`src/rtl/uart_proto.vh`:
```
// Byte codes of the UART command protocol. Plain defines so host-side tools
// can pick up the same values.
`ifndef UART_PROTO_VH
`define UART_PROTO_VH

`define UART_CMD_WRITE 8'h57
`define UART_CMD_READ  8'h52
`define UART_ACK       8'h06
`define UART_NAK       8'h15

`endif

```
`src/rtl/uart_cmd_responder_pkg.sv`:
```
// Shared types and protocol constants for the UART command responder.
package uart_cmd_responder_pkg;
`include "uart_proto.vh"

  localparam logic [7:0] CMD_WRITE = `UART_CMD_WRITE;
  localparam logic [7:0] CMD_READ  = `UART_CMD_READ;
  localparam logic [7:0] ACK_BYTE  = `UART_ACK;
  localparam logic [7:0] NAK_BYTE  = `UART_NAK;

  typedef enum logic [2:0] {
    IDLE, ADDR_HI, ADDR_LO, DATA, BUS, TX_SEND, TX_WAIT
  } state_t;

  function automatic logic is_cmd(input logic [7:0] b);
    return (b == CMD_WRITE) || (b == CMD_READ);
  endfunction
endpackage

```
`src/rtl/cycle_timer.sv`:
```
// Up-counter timeout: cleared by load, advances while enabled, flags when the
// count reaches limit. Used for both the inter-byte and bus-ack timeouts.
module cycle_timer #(
  parameter int W = 16
) (
  input  logic         clk,
  input  logic         rst,
  input  logic         load,
  input  logic         enable,
  input  logic [W-1:0] limit,
  output logic         expired
);
  logic [W-1:0] count;

  // Count cycles since the last load; load has priority over enable.
  always_ff @(posedge clk) begin
    if (rst)         count <= '0;
    else if (load)   count <= '0;
    else if (enable) count <= count + 1'b1;
  end

  // A load in the same cycle (fresh byte) always beats expiry.
  assign expired = enable && !load && (count == limit);
endmodule

```
`src/rtl/uart_cmd_responder.sv`:
```
// Decodes write/read packets from a UART byte stream, runs one bus cycle per
// packet and sends back a single reply byte (ACK, read data or NAK).
module uart_cmd_responder
  import uart_cmd_responder_pkg::*;
#(
  parameter logic [15:0] RX_TIMEOUT  = 16'd65535,
  parameter logic [7:0]  BUS_TIMEOUT = 8'd255
) (
  input  logic        clk_i,
  input  logic        rst_i,
  input  logic [7:0]  RXbuffer_i,
  input  logic        RXready_i,
  output logic [7:0]  TXbuffer_o,
  output logic        TXstart_o,
  input  logic        TXbusy_i,
  output logic [15:0] addr_o,
  output logic [7:0]  wdata_o,
  output logic        we_o,
  output logic        stb_o,
  input  logic        ack_i,
  input  logic [7:0]  rdata_i
);
  state_t      state;
  logic        first_wait;
  logic        collecting;
  logic        t_load;
  logic        t_en;
  logic        t_exp;
  logic [15:0] t_limit;

  assign collecting = (state == ADDR_HI) || (state == ADDR_LO) || (state == DATA);
  // Timer is held cleared in IDLE and reloaded on every accepted packet byte,
  // so it starts from zero both on packet start and on BUS entry.
  assign t_load     = (state == IDLE) || (collecting && RXready_i);
  assign t_en       = collecting || (state == BUS);
  assign t_limit    = (state == BUS) ? {8'h00, BUS_TIMEOUT} : RX_TIMEOUT;

  cycle_timer #(.W(16)) u_timer (
    .clk     (clk_i),
    .rst     (rst_i),
    .load    (t_load),
    .enable  (t_en),
    .limit   (t_limit),
    .expired (t_exp)
  );

  // Packet FSM with registered bus and transmitter outputs.
  always_ff @(posedge clk_i) begin
    if (rst_i) begin
      state      <= IDLE;
      first_wait <= 1'b0;
      TXstart_o  <= 1'b0;
      TXbuffer_o <= 8'h00;
      stb_o      <= 1'b0;
      we_o       <= 1'b0;
      addr_o     <= 16'h0000;
      wdata_o    <= 8'h00;
    end else begin
      TXstart_o <= 1'b0;
      case (state)
        IDLE: if (RXready_i) begin
          if (is_cmd(RXbuffer_i)) begin
            we_o  <= (RXbuffer_i == CMD_WRITE);
            state <= ADDR_HI;
          end else begin
            TXbuffer_o <= NAK_BYTE;
            state      <= TX_SEND;
          end
        end
        ADDR_HI: if (RXready_i) begin
          addr_o[15:8] <= RXbuffer_i;
          state        <= ADDR_LO;
        end else if (t_exp) state <= IDLE;
        ADDR_LO: if (RXready_i) begin
          addr_o[7:0] <= RXbuffer_i;
          if (we_o) state <= DATA;
          else begin
            stb_o <= 1'b1;
            state <= BUS;
          end
        end else if (t_exp) state <= IDLE;
        DATA: if (RXready_i) begin
          wdata_o <= RXbuffer_i;
          stb_o   <= 1'b1;
          state   <= BUS;
        end else if (t_exp) state <= IDLE;
        // Bytes arriving from here until IDLE are deliberately dropped.
        BUS: if (ack_i) begin
          stb_o      <= 1'b0;
          TXbuffer_o <= we_o ? ACK_BYTE : rdata_i;
          state      <= TX_SEND;
        end else if (t_exp) begin
          stb_o      <= 1'b0;
          TXbuffer_o <= NAK_BYTE;
          state      <= TX_SEND;
        end
        TX_SEND: if (!TXbusy_i) begin
          TXstart_o  <= 1'b1;
          first_wait <= 1'b1;
          state      <= TX_WAIT;
        end
        // Transmitter may not raise busy until after it sees the start pulse.
        TX_WAIT: if (first_wait) first_wait <= 1'b0;
                 else if (!TXbusy_i) state <= IDLE;
        default: state <= IDLE;
      endcase
    end
  end
endmodule

```
`config.mk`:
```
export PLATFORM = sky130hd
export DESIGN_NAME = uart_cmd_responder
export DESIGN_NICKNAME = d
export VERILOG_FILES = /design/src/rtl/uart_cmd_responder_pkg.sv /design/src/rtl/cycle_timer.sv /design/src/rtl/uart_cmd_responder.sv
export VERILOG_INCLUDE_DIRS = /design/src /design/src/rtl
export SDC_FILE = /design/constraint.sdc
export NUM_CORES = 1
export LEC_CHECK = 0
export ABC_AREA = 1
export CAP_MARGIN = 20
export CORE_MARGIN = 10
export CORE_UTILIZATION = 50
export CTS_CLUSTER_DIAMETER = 100
export CTS_CLUSTER_SIZE = 8
export DETAILED_ROUTE_END_ITERATION = 8
export PLACE_DENSITY = 0.78
export SETUP_SLACK_MARGIN = 0.3
export SYNTH_ARGS = -nofsm -noshare
export SYNTH_HDL_FRONTEND = slang
export SYNTH_SLANG_ARGS = --single-unit
export TNS_END_PERCENT = 100
```
`constraint.sdc`:
```
create_clock -name clk_i -period 1.82 [get_ports clk_i]
set_input_delay 0.182 -clock clk_i [delete_from_list [all_inputs] [get_ports clk_i]]
set_output_delay 0.182 -clock clk_i [all_outputs]
set_load 0.03 [all_outputs]
```
# == Word level (Yosys, flattened, before mapping) ==
# Index checks and enable logic that the tools add are counted.
# word_totals
elab_cells,82
output_inout_bits,35
regBits,55
input_bits,21
# op_classes
reduce_logical,23
bitwise_logic,1
eq_ne,18
muxes,29
addsub,1
# op_table
op,count
$mux 8,5
$mux 3,12
$pmux 3 s7,1
$add 16x1->16 const B,1
$eq 16x16->1,1
$eq 8x7->1 const B,2
$mux 16,1
$ne 2x2->1 const B,8
$pmux 8 s2,1
$reduce_and 5->1,2
$eq 3x3->1 const B,3
$reduce_and 2->1,4
$mux 1,7
$eq 3x2->1 const B,2
$logic_or 1x1->1,5
$reduce_and 4->1,1
$reduce_bool 2->1,2
$reduce_or 2->1,2
$eq 3x1->1 const B,1
$logic_and 1x1->1,3
$logic_not 3->1,1
$ne 3x3->1 const B,1
$pmux 1 s3,1
$reduce_and 3->1,1
4 further kinds,4

# == Longest topological paths before layout ==
# depth
ltp_word,11
ltp_mapped,13
mapped_depth_nobuf,13

# == By module ==
# From an unflattened synthesis, not the netlist that was laid out.
# unflattened
cells_unflattened,391
area_unflattened_um2,2706.3
# modules_own_cells
module,cells_per_inst,seq_area_each_um2,area_each_um2,n_inst
uart_cmd_responder,218,780.7,1677.9,1
cycle_timer,173,320.3,1028.5,1

# == Worst setup path after synthesis ==
# Ideal clock, no wire load.
# synth_timing
path_kind,flip-flop to flip-flop
startpoint,reg state[1]
endpoint,reg state[0]
arrival_ps,1422
t_required_ps,1752
n_path_buf,0
synth_period_minus_slack_ps,1489
setup_slack_ps,331
setup_time_ps,68
stages_incl_launch_ff,12
path_cell_list,dfxtp_1 -> nor2_1 -> nand2_2 -> nand2_8 -> nand2_2 -> nor2_4 -> nand2_2 -> nand2_4 -> nand2_2 -> nor2_2 -> nand2_1 -> a21oi_2
# synth_between
elab_chain_cells,11
word_cells_on_any_way,28
cone_classes,12 x eq/ne; 6 x mux; 10 x reduce/logical
# synth_rtl
item,line_no,text
"start, declared",uart_cmd_responder.sv:23,state_t state;
"start signal, assigned",uart_cmd_responder.sv:50,state <= IDLE;
"start signal, assigned",uart_cmd_responder.sv:64,state <= ADDR_HI;
"start signal, assigned",uart_cmd_responder.sv:67,state <= TX_SEND;
branches (longest 11 deep; another with $mux 16),-,
# Several ways; the timed one is not identified.
# A chain may end at the register's enable or synchronous reset.

# == Final worst setup path ==
# layout_timing
startpoint,reg u_timer.count[0]
endpoint,reg state[2]
# layout_between
elab_chain_cells,5
word_cells_on_any_way,9
cone_classes,2 x eq/ne; 5 x mux; 2 x reduce/logical
# layout_rtl
item,line_no,text
"start, declared",cycle_timer.sv:13,logic [W-1:0] count;
"start signal, assigned",cycle_timer.sv:19,else if (enable) count <= count + 1'b1;
$eq 16x16->1 (*),cycle_timer.sv:23,assign expired = enable && !load && (count == limit);
$logic_and 1x1->1 (*),cycle_timer.sv:23,
$mux 3,-,
$mux 3 (on tied branches),-,
$pmux 3 s7,-,
# Every way passes the cells marked *; elsewhere a longest branch is shown, timed or not.

==> impl_metrics.toml <==
[status]
outcome = "finished, final reports clean"

[clock_tree]
clock_sinks = 55
clk_pin_slew_ps = 110
cts_tree = "built"
clockBufferDepth = 2
clockRootBuffer = "clkbuf_8"
cts_buffers = 5
ctsHtreeMaxLevel = 2
clock_latency_ps = 320
cts_hold_buf = 0

[timing]
setup_violations = 0
min_period_ps = 1510
hold_viol = 0
setup_tns_ps = 0
finalMaxSlewViolations = 0
setup_slack_ps = 315
slew_headroom_pct = 77.9
tightest_slew_ps = 331
fin_skew_ps = 11.3
period_share_pct = 82.7
timing.fmax_ghz = 0.664
rsz0062_at_grt = "true"

[setup_path]
r2r-start = "u_timer.count[0]"
endpoint_kind = "flip-flop"
critical_path_class = "flip-flop to flip-flop"
startpoint = "u_timer.count[0]"
start_kind = "flip-flop"
cp.required_ps = 2070
timing.rr.end = "state[2]"
rr_worst_depth = 11
r2r_setup_slack_ps = 310
cp_max_fo = 4
critPathArrivalTime_ps = 1760

[yosys]
synth-edff-count = 0
synthAdderAreaFrac_pct = 0.507
synth_area_leaders = "dfxtp_1 45%, nor2_1 12%, nand2_1 10%"
yosysWarnings = 0
synth_compound_area_share_pct = 13.2
yosys.area_share.simple_pct = 33.5
synth_top_family_by_area = "simple AND/OR/NAND/NOR gates"
ys_seq_area_share_pct = 44.6
synth_flop_cell = "dfxtp_1"
synthesis.area_um2 = 2470
avgSynthCellArea_um2 = 7.19
synth_cells = 343
syn-num-nets = 365
synth.top_cell.area_share_pct = 44.6
ys_ff_latch = 55
yosysTopAreaCell = "dfxtp_1"
netlist-cell-type-count = 32
synth-async-reset-ratio_pct = 0
synthMuxAreaShare_pct = 0
synth_xor_area_share_pct = 2.48

[floorplan]
rows = 25
initial_core_util_pct = 51.9
die_y_um = 90.2
num_io_pins = 56
die_width_um = 90.2
core-area_um2 = 4750
die_area_um2 = 8140

[global_route]
grt_pass1_wl_mm = 11.4
antenna_found_initial = 0
grt_max_degree = 28
overflow = 0
grt_use_total_pct = 16.5
grt_pass1_vias = 2477

[layout]
area_growth_pct = 43.2
fin_nets = 450
nFillCells = 383
diodes = 0
drive_above_1_share_pct = 20.5
multi_input_area_um2 = 1340
register_area_um2 = 1120
final_util_pct = 74.3

[min_path]
whs_path_depth = 3
holdPathEnd = "TXbuffer_o[3]"
worstHoldPathType = "primary input to flip-flop"
hp-start = "rdata_i[3]"

[pwr]
ir_drop_v = 0.000796
leakage_nw = 1.66
power.density_nw_per_um2 = 1170
power_frac_clock_pct = 23.4
pwr-share-comb_pct = 40.6
netSwitchingPower_mw = 1.59
p_seq_share_pct = 36.0
intPower_mw = 2.55
p_sw_share_pct = 38.4

[routing]
vias = 2439
first_pass_iters = 4
drc = 0
postRouteAntennaNets = 0
vias_per_cell = 4.92
wl_per_cell_um = 13.1
drt_wl_total_mm = 6.49
drt-initial-drc-count = 80

[place]
dp_slack_ps = 22.0
globalplace.congestion = 0.830
dp_hpwl_mm = 4.85
port_buffers = 55

[flow_run]
drv_cap = 0
==> cells in the final DEF, fill, tap and decap left out, types with 20 or more instances in the layout <==
| master | count |
|---|---|
| nor2_1 | 73 |
| nand2_1 | 63 |
| dfxtp_1 | 45 |
| dlygate4sd2_1 | 33 |
| o21ai_0 | 31 |
| buf_4 | 28 |
| inv_1 | 27 |
| a21oi_1 | 23 |
| clkdlybuf4s50_1 | 20 |
==> stage by stage <==
step           power (mW)  hold slack, ps  cell area [um^2]  std cells
2_1_floorplan        2.48             251              2470        343
3_3_place_gp         3.01             446              3220        478
3_5_place_dp         3.02             452              3220        478
4_1_cts              4.08             410              3450        496
5_1_grt              4.42             418              3530        496
6_report             4.14             420              3530        496
==> synthesized netlist by cell type (2+ instances only) <==
cell / instances
inv_1: 28
nand2_1: 68
nand2_4: 3
nor3_1: 5
a21oi_1: 26
xor2_1: 4
nand4_1: 2
inv_2: 3
nand3_2: 2
dfxtp_1: 55
o21ai_0: 31
clkbuf_1: 4
nand3_1: 8
a21oi_2: 2
nor2_1: 79
xnor2_1: 3
or2_2: 2
nand2_2: 4
==> worst max-delay path, stage by stage, from the launching register on <==
cell,delay [ps]
dfxtp_4,380
ha_4,150
nand3_4,90
nor2_4,130
nand2_4,70
nor2_4,90
nand2_4,70
nand2_4,100
nand2_4,60
nor2_4,120
nand2_2,70
a21oi_2,120
==> worst max-delay path by stage <==
stage                                to  slack [ps]
after floorplan                state[0]         330
after CTS                    addr_o[13]         300
final                          state[2]         310
after global routing           state[2]         190
after global placement    TXbuffer_o[2]          90
after detailed placement  TXbuffer_o[4]          20
==> flip-flops by register name, summed over array words and instances (netlist names) <==
name           count
we_o               1
stb_o              1
addr_o            16
u_timer.count     16
TXstart_o          1
wdata_o            8
state              3
first_wait         1
TXbuffer_o         8
==> metal layers <==
| metal | vias to the layer above | share of wire (%) | global-route usage [%] |
|---|---|---|---|
| met5 | - | 0 | 0 |
| met4 | 0 | 1.2 | 4.11 |
| met3 | 9 | 7.6 | 7.40 |
| met2 | 49 | 49 | 28.0 |
| met1 | 1120 | 42 | 18.4 |
| li1 | 1261 | - | - |
==> cell families after synthesis <==
kind of cell	Yosys count
and+or+nand+nor	181
AOI/OAI and AO/OA	62
DFF	55
buffers and inverters	37
xor gates and xnor gates	7
adders and majority gates	1
==> power by group through the flow <==
stage | sequential, mW | combinational (mW) | clock (mW)
final | 1.49 | 1.68 | 0.969
after global routing | 1.52 | 1.87 | 1.04
after CTS | 1.48 | 1.61 | 0.991
after detailed placement | 1.48 | 1.54 | 0
after global placement | 1.48 | 1.53 | 0
after floorplan | 1.71 | 0.774 | 0
==> what timing repair did <==
item | CTS | global route
buffers inserted | 10 | 0
pin swaps | 10 | 12
endpoints found under the setup margin | 49 | 24
resized for setup | 54 | 24
==> layout make-up <==
type / count / share of cell area (%)
clock inverter: 3 / 2.02
inverter: 32 / 3.47
tap: 67 / 2.37
timing repair buffer: 83 / 20.5
clock buffer: 5 / 1.95
sequential: 55 / 31.7
multi-input combinational: 251 / 38.0
Note: power is estimated with default switching activity, not from simulation.
